`src/rtl/uart_pkg.sv`:
```
// Shared UART definitions: transmit FSM states, data-length codes and the
// baud rates the baud clock generator supports.
package uart_pkg;

  typedef enum logic [2:0] {
    ST_IDLE   = 3'd0,
    ST_WAIT   = 3'd1,
    ST_START  = 3'd2,
    ST_DATA   = 3'd3,
    ST_PARITY = 3'd4,
    ST_STOP   = 3'd5
  } tx_state_t;

  localparam logic [1:0] LEN5 = 2'b00;
  localparam logic [1:0] LEN6 = 2'b01;
  localparam logic [1:0] LEN7 = 2'b10;
  localparam logic [1:0] LEN8 = 2'b11;

  localparam int unsigned BAUD_4800  = 4800;
  localparam int unsigned BAUD_9600  = 9600;
  localparam int unsigned BAUD_19200 = 19200;
  localparam int unsigned BAUD_38400 = 38400;
  localparam int unsigned BAUD_57600 = 57600;

  // Index of the last data bit (N-1) for a given length code.
  function automatic logic [2:0] last_bit_idx(input logic [1:0] len);
    case (len)
      LEN5:    return 3'd4;
      LEN6:    return 3'd5;
      LEN7:    return 3'd6;
      default: return 3'd7;
    endcase
  endfunction

endpackage

```
`src/rtl/baud_tick_det.sv`:
```
// Rising-edge detector for a baud square wave sampled on the system clock.
// The history register resets high so reset release never produces a tick.
module baud_tick_det (
  input  logic clk,
  input  logic rst,
  input  logic tx_clk_i,
  output logic tick_o
);

  logic tx_clk_q;

  always_ff @(posedge clk or posedge rst) begin
    if (rst) tx_clk_q <= 1'b1;
    else     tx_clk_q <= tx_clk_i;
  end

  assign tick_o = tx_clk_i & ~tx_clk_q;

endmodule

```
`src/rtl/uart_tx_frame.sv`:
```
// UART transmit framer: start, 5-8 data bits LSB first, optional parity,
// one or two stop bits, advancing one bit per rising edge of tx_clk.
module uart_tx_frame
  import uart_pkg::*;
#(
  parameter int DW = 8
) (
  input  logic          clk,
  input  logic          rst,
  input  logic          tx_clk,
  input  logic          newd,
  input  logic [DW-1:0] tx_data,
  input  logic [1:0]    len,
  input  logic          parity_en,
  input  logic          parity_odd,
  input  logic          stop2,
  output logic          tx,
  output logic          busy,
  output logic          donetx,
  output tx_state_t     state_dbg
);

  tx_state_t     state_q, state_d;
  logic          tick;
  logic          tx_q, tx_d;
  logic          busy_q, busy_d;
  logic          done_q, done_d;
  logic [DW-1:0] shift_q, shift_d;
  logic [2:0]    count_q, count_d;
  logic [2:0]    last_q, last_d;
  logic          par_en_q, par_en_d;
  logic          par_q, par_d;
  logic          stop2_q, stop2_d;
  logic          stop_cnt_q, stop_cnt_d;
  logic          par_acc;

  baud_tick_det u_tick (
    .clk      (clk),
    .rst      (rst),
    .tx_clk_i (tx_clk),
    .tick_o   (tick)
  );

  // Parity is folded into one bit at acceptance so later data changes cannot leak in.
  always_comb begin
    par_acc = parity_odd;
    for (int i = 0; i < DW; i++) begin
      if (i <= int'(last_bit_idx(len))) par_acc = par_acc ^ tx_data[i];
    end
  end

  always_ff @(posedge clk or posedge rst) begin
    if (rst) state_q <= ST_IDLE;
    else     state_q <= state_d;
  end

  always_comb begin
    state_d = state_q;
    case (state_q)
      ST_IDLE:   if (newd) state_d = ST_WAIT;
      ST_WAIT:   if (tick) state_d = ST_START;
      ST_START:  if (tick) state_d = ST_DATA;
      ST_DATA:   if (tick && !(count_q < last_q)) state_d = par_en_q ? ST_PARITY : ST_STOP;
      ST_PARITY: if (tick) state_d = ST_STOP;
      ST_STOP:   if (tick && (!stop2_q || stop_cnt_q)) state_d = ST_IDLE;
      default:   state_d = ST_IDLE;
    endcase
  end

  always_comb begin
    tx_d       = tx_q;
    busy_d     = busy_q;
    done_d     = 1'b0;
    shift_d    = shift_q;
    count_d    = count_q;
    last_d     = last_q;
    par_en_d   = par_en_q;
    par_d      = par_q;
    stop2_d    = stop2_q;
    stop_cnt_d = stop_cnt_q;
    case (state_q)
      ST_IDLE: begin
        tx_d   = 1'b1;
        busy_d = 1'b0;
        if (newd) begin
          busy_d   = 1'b1;
          shift_d  = tx_data;
          last_d   = last_bit_idx(len);
          par_en_d = parity_en;
          par_d    = par_acc;
          stop2_d  = stop2;
        end
      end
      ST_WAIT: if (tick) tx_d = 1'b0;
      ST_START: begin
        if (tick) begin
          tx_d    = shift_q[0];
          shift_d = shift_q >> 1;
          count_d = 3'd0;
        end
      end
      ST_DATA: begin
        if (tick) begin
          if (count_q < last_q) begin
            tx_d    = shift_q[0];
            shift_d = shift_q >> 1;
            count_d = count_q + 3'd1;
          end else if (par_en_q) begin
            tx_d = par_q;
          end else begin
            tx_d       = 1'b1;
            stop_cnt_d = 1'b0;
          end
        end
      end
      ST_PARITY: begin
        if (tick) begin
          tx_d       = 1'b1;
          stop_cnt_d = 1'b0;
        end
      end
      ST_STOP: begin
        if (tick) begin
          if (stop2_q && !stop_cnt_q) begin
            stop_cnt_d = 1'b1;
          end else begin
            busy_d = 1'b0;
            done_d = 1'b1;
          end
        end
      end
      default: tx_d = 1'b1;
    endcase
  end

  always_ff @(posedge clk or posedge rst) begin
    if (rst) begin
      tx_q       <= 1'b1;
      busy_q     <= 1'b0;
      done_q     <= 1'b0;
      shift_q    <= '0;
      count_q    <= 3'd0;
      last_q     <= 3'd0;
      par_en_q   <= 1'b0;
      par_q      <= 1'b0;
      stop2_q    <= 1'b0;
      stop_cnt_q <= 1'b0;
    end else begin
      tx_q       <= tx_d;
      busy_q     <= busy_d;
      done_q     <= done_d;
      shift_q    <= shift_d;
      count_q    <= count_d;
      last_q     <= last_d;
      par_en_q   <= par_en_d;
      par_q      <= par_d;
      stop2_q    <= stop2_d;
      stop_cnt_q <= stop_cnt_d;
    end
  end

  assign tx        = tx_q;
  assign busy      = busy_q;
  assign donetx    = done_q;
  assign state_dbg = state_q;

endmodule
```
`config.mk`:
```
export PLATFORM = sky130hd
export DESIGN_NAME = uart_tx_frame
export DESIGN_NICKNAME = d
export VERILOG_FILES = /design/src/rtl/uart_pkg.sv /design/src/rtl/baud_tick_det.sv /design/src/rtl/uart_tx_frame.sv
export SDC_FILE = /design/constraint.sdc
export NUM_CORES = 1
export LEC_CHECK = 0
export BUFFER_PORTS_ARGS = -buffer_cell sky130_fd_sc_hd__buf_2
export CAP_MARGIN = 25
export CORE_ASPECT_RATIO = 0.7
export CORE_MARGIN = 2
export CORE_UTILIZATION = 50
export CTS_BUF_LIST = sky130_fd_sc_hd__clkbuf_8
export DETAILED_ROUTE_END_ITERATION = 6
export PLACE_DENSITY = 0.73
export SETUP_SLACK_MARGIN = 0.5
export SYNTH_ARGS = -nofsm -noshare
export SYNTH_HDL_FRONTEND = slang
export SYNTH_SLANG_ARGS = --single-unit
export TNS_END_PERCENT = 5
```
`constraint.sdc`:
```
create_clock -name clk -period 2.2 [get_ports clk]
set_input_delay 0.44 -clock clk [delete_from_list [all_inputs] [get_ports clk]]
set_output_delay 0.44 -clock clk [all_outputs]
set_load 0.005 [all_outputs]
```
==> impl_metrics.json <==
{
  "io_buffers": 22,
  "ir_worst_vdd_uv": 698,
  "timing.rr.start": "last_q[1]",
  "synth_nets": 158,
  "worstPathRequired_ps": 2350,
  "comb_power_share": 0.545,
  "leakagePower_nw": 0.792,
  "die_y_um": 48.6,
  "start_kind": "flip-flop",
  "fmax_mhz": 556,
  "finalSetupViolCount": 0,
  "cts_tree": "done",
  "final_nets": 187,
  "clock-sinks": 25,
  "power_density_nw_per_um2": 1390,
  "clkTransAtPathRegs_ps": 80,
  "yosysSeqAreaShare": 0.443,
  "io_pins": 23,
  "synth_cell_types": 34,
  "min_period_ps": 1800,
  "ys_ff_latch": 25,
  "htree_levels": 1,
  "max-cap-violations": 0,
  "antenna_found_initial": 0,
  "design.die.area_sq_um": 3280,
  "grt_pass1_vias": 1141,
  "start_util": 0.517,
  "clock-root-buffer": "clkbuf_8",
  "antennaDiodeCount": 0,
  "syn_area_sq_um": 1420,
  "synth.area.top_cells": "dfrtp_1 41%, mux2_2 14%, o21ai_0 4.2%",
  "worst-setup-path-type": "flip-flop to flip-flop",
  "slew_headroom": 0.718,
  "seqPwrFrac": 0.345,
  "drtIter0Drc": 76,
  "cts_buffers": 3,
  "grt_max_degree": 26,
  "crit_path_max_fanout": 8,
  "area_delta_synth_final_pct": 21.6,
  "drive_gt1_frac": 0.373,
  "post-route-period-util": 0.817,
  "cts.path.max_buffers": 2,
  "placementRows": 16,
  "routed-via-count": 1108,
  "p_int_mw": 1.51,
  "fillers": 232,
  "avgSynthCellArea_sq_um": 10.3,
  "drc": 0,
  "grt_setup_unrepaired": "true",
  "switchingPower_uw": 882,
  "sw_frac_of_total": 0.368,
  "fp.coreArea_sq_um": 2740,
  "totalNegativeSetupSlack_ps": 0,
  "synth_top_area_frac": 0.406,
  "yosysTopAreaCell": "dfrtp_1",
  "die_w_um": 67.6,
  "crit_path_end_kind": "flip-flop",
  "vias_per_cell": 5.49,
  "ant_nets": 0,
  "wl_per_cell_um": 15.6,
  "postSynthCellCount": 138,
  "yosysWarnings": 0,
  "totalWireLength_um": 3150,
  "startpoint": "last_q[1]",
  "dr.pass1.iters": 4,
  "finalMaxSlewViolations": 0,
  "tightestPinTransition_ps": 418,
  "status": "finished, final reports clean",
  "final.setup_skew_ps": 2.32,
  "hold_class": "input port to asynchronous set/reset pin",
  "globalplace.congestion": 0.830,
  "dpl.hpwl_um": 2210,
  "finalHoldViolCount": 0,
  "insertion_delay_ps": 260,
  "final_util": 0.629,
  "cp_data_arrival_time_ps": 1950,
  "track_usage": 0.221,
  "grt_pass1_wl_um": 5420,
  "clockPowerShare": 0.110,
  "gr-total-overflow": 0
}
power by group through the flow:
stage               logic, mW  clock network [mW]  registers [mW]
global placement        0.998                   0           0.809
floorplan               0.815                   0           0.782
global route             1.42               0.299           0.864
CTS                      1.25               0.270           0.816
detailed placement       1.04                   0           0.823
finish                   1.31               0.264           0.826
metrics by stage:
| stage | hold WS (ps) | instances | power, mW | worst slack, ps | cell area, sq um |
|---|---|---|---|---|---|
| final | 202 | 202 | 2.40 | 403 | 1720 |
| after global routing | 231 | 202 | 2.58 | 356 | 1720 |
| after CTS | 216 | 201 | 2.34 | 355 | 1700 |
| after detailed placement | 454 | 194 | 1.87 | 278 | 1580 |
| after global placement | 456 | 194 | 1.81 | 370 | 1580 |
| after floorplan | 440 | 138 | 1.60 | 444 | 1420 |
what timing repair did:
item | 4_1_cts | 5_1_grt
hold buffers | 0 | 0
endpoints found under the setup margin | 11 | 12
setup buffers | 3 | 1
pin swaps | 4 | 3
resized for setup | 9 | 4
critical path, stage by stage (launching register included):
cell and delay [ps]:
dfrtp_1 380, inv_2 80, ha_4 200, a21o_1 190
a21o_4 250, o32ai_4 120, buf_12 180, mux2_4 300
state kept, by name, indices dropped and copies added, names as in the netlist:
register,count
shift_q,8
last_q,3
stop2_q,1
u_tick.tx_clk_q,1
tx,1
par_q,1
busy,1
count_q,3
state_dbg,3
par_en_q,1
stop_cnt_q,1
donetx,1
cell families after synthesis:
logic type | share of synthesized area
DFF | 0.443
AOI/OAI and AO/OA | 0.152
xor gates and xnor gates | 0.0432
adders and majority gates | 0.0265
muxes | 0.164
and+or+nand+nor | 0.130
buffers and inverters | 0.0415
path summary, 6_finish.rpt:
| kind | endpoint | slack (ps) | cells after the start |
|---|---|---|---|
| setup / recovery | shift_q[6] | 400 | 7 |
| hold / removal | par_q | 200 | 3 |
| setup reg to reg | shift_q[6] | 400 | 7 |
| hold reg to reg | last_q[2] | 480 | 1 |
| max in group asynchronous | u_tick.tx_clk_q | 1710 | 3 |
| min in group clk | u_tick.tx_clk_q | 280 | 1 |
layout by cell type (no fill, tap or decap), types with 2 or more instances in the layout:
cell / netlist / final
a21o_1: 4 / 3
a21oi_1: 7 / 6
a22oi_1: 2 / 2
buf_2: 2 / 22
buf_4: 0 / 8
clkbuf_8: 0 / 3
dfrtp_1: 23 / 22
dfstp_2: 2 / 2
ha_1: 3 / 2
inv_1: 8 / 8
mux2_2: 18 / 10
mux2_4: 0 / 8
mux2i_1: 3 / 3
nand2_1: 8 / 8
nand2b_1: 4 / 4
nand3_1: 4 / 4
nor2_1: 5 / 5
nor2b_1: 3 / 3
nor3_1: 2 / 2
o21ai_0: 12 / 12
or3_1: 2 / 2
or4_1: 2 / 2
xnor2_1: 6 / 6
cells in the mapped netlist:
cell / number
nand2b_1: 4
o21ai_0: 12
o32ai_1: 1
or2_1: 1
nor2_1: 5
nand3_1: 4
inv_1: 8
buf_2: 2
or4_1: 2
a22oi_1: 2
or2_2: 1
a21o_1: 4
mux2_2: 18
nor3b_1: 1
nor3_1: 2
ha_1: 3
clkbuf_1: 5
nand3b_1: 1
a211oi_1: 1
dfrtp_1: 23
nor2b_1: 3
o22ai_1: 1
xor2_1: 1
and3_1: 1
o31ai_1: 1
dfstp_2: 2
mux2i_1: 3
a21oi_1: 7
o32ai_4: 1
nand2_1: 8
a31o_2: 1
or3_1: 2
xnor2_1: 6
a32oi_1: 1
metal layers:
layer	GRT usage	vias up	routed length, um
met4	0.0306	0	13
met2	0.359	20	1590
met1	0.302	540	1440
met3	0.0558	2	108
met5	0	-	0
li1	-	546	-
cell type report:
class | count | area (sq um) | share of cell area
Multi-Input combinational cell | 98 | 785 | 0.455
Sequential cell | 25 | 629 | 0.365
Timing Repair Buffer | 31 | 190 | 0.110
Clock buffer | 3 | 41.3 | 0.0239
Inverter | 8 | 30.0 | 0.0174
Clock inverter | 1 | 3.75 | 0.00218
Tap cell | 36 | 45.0 | 0.0261
(Power assumes the default switching activity.)
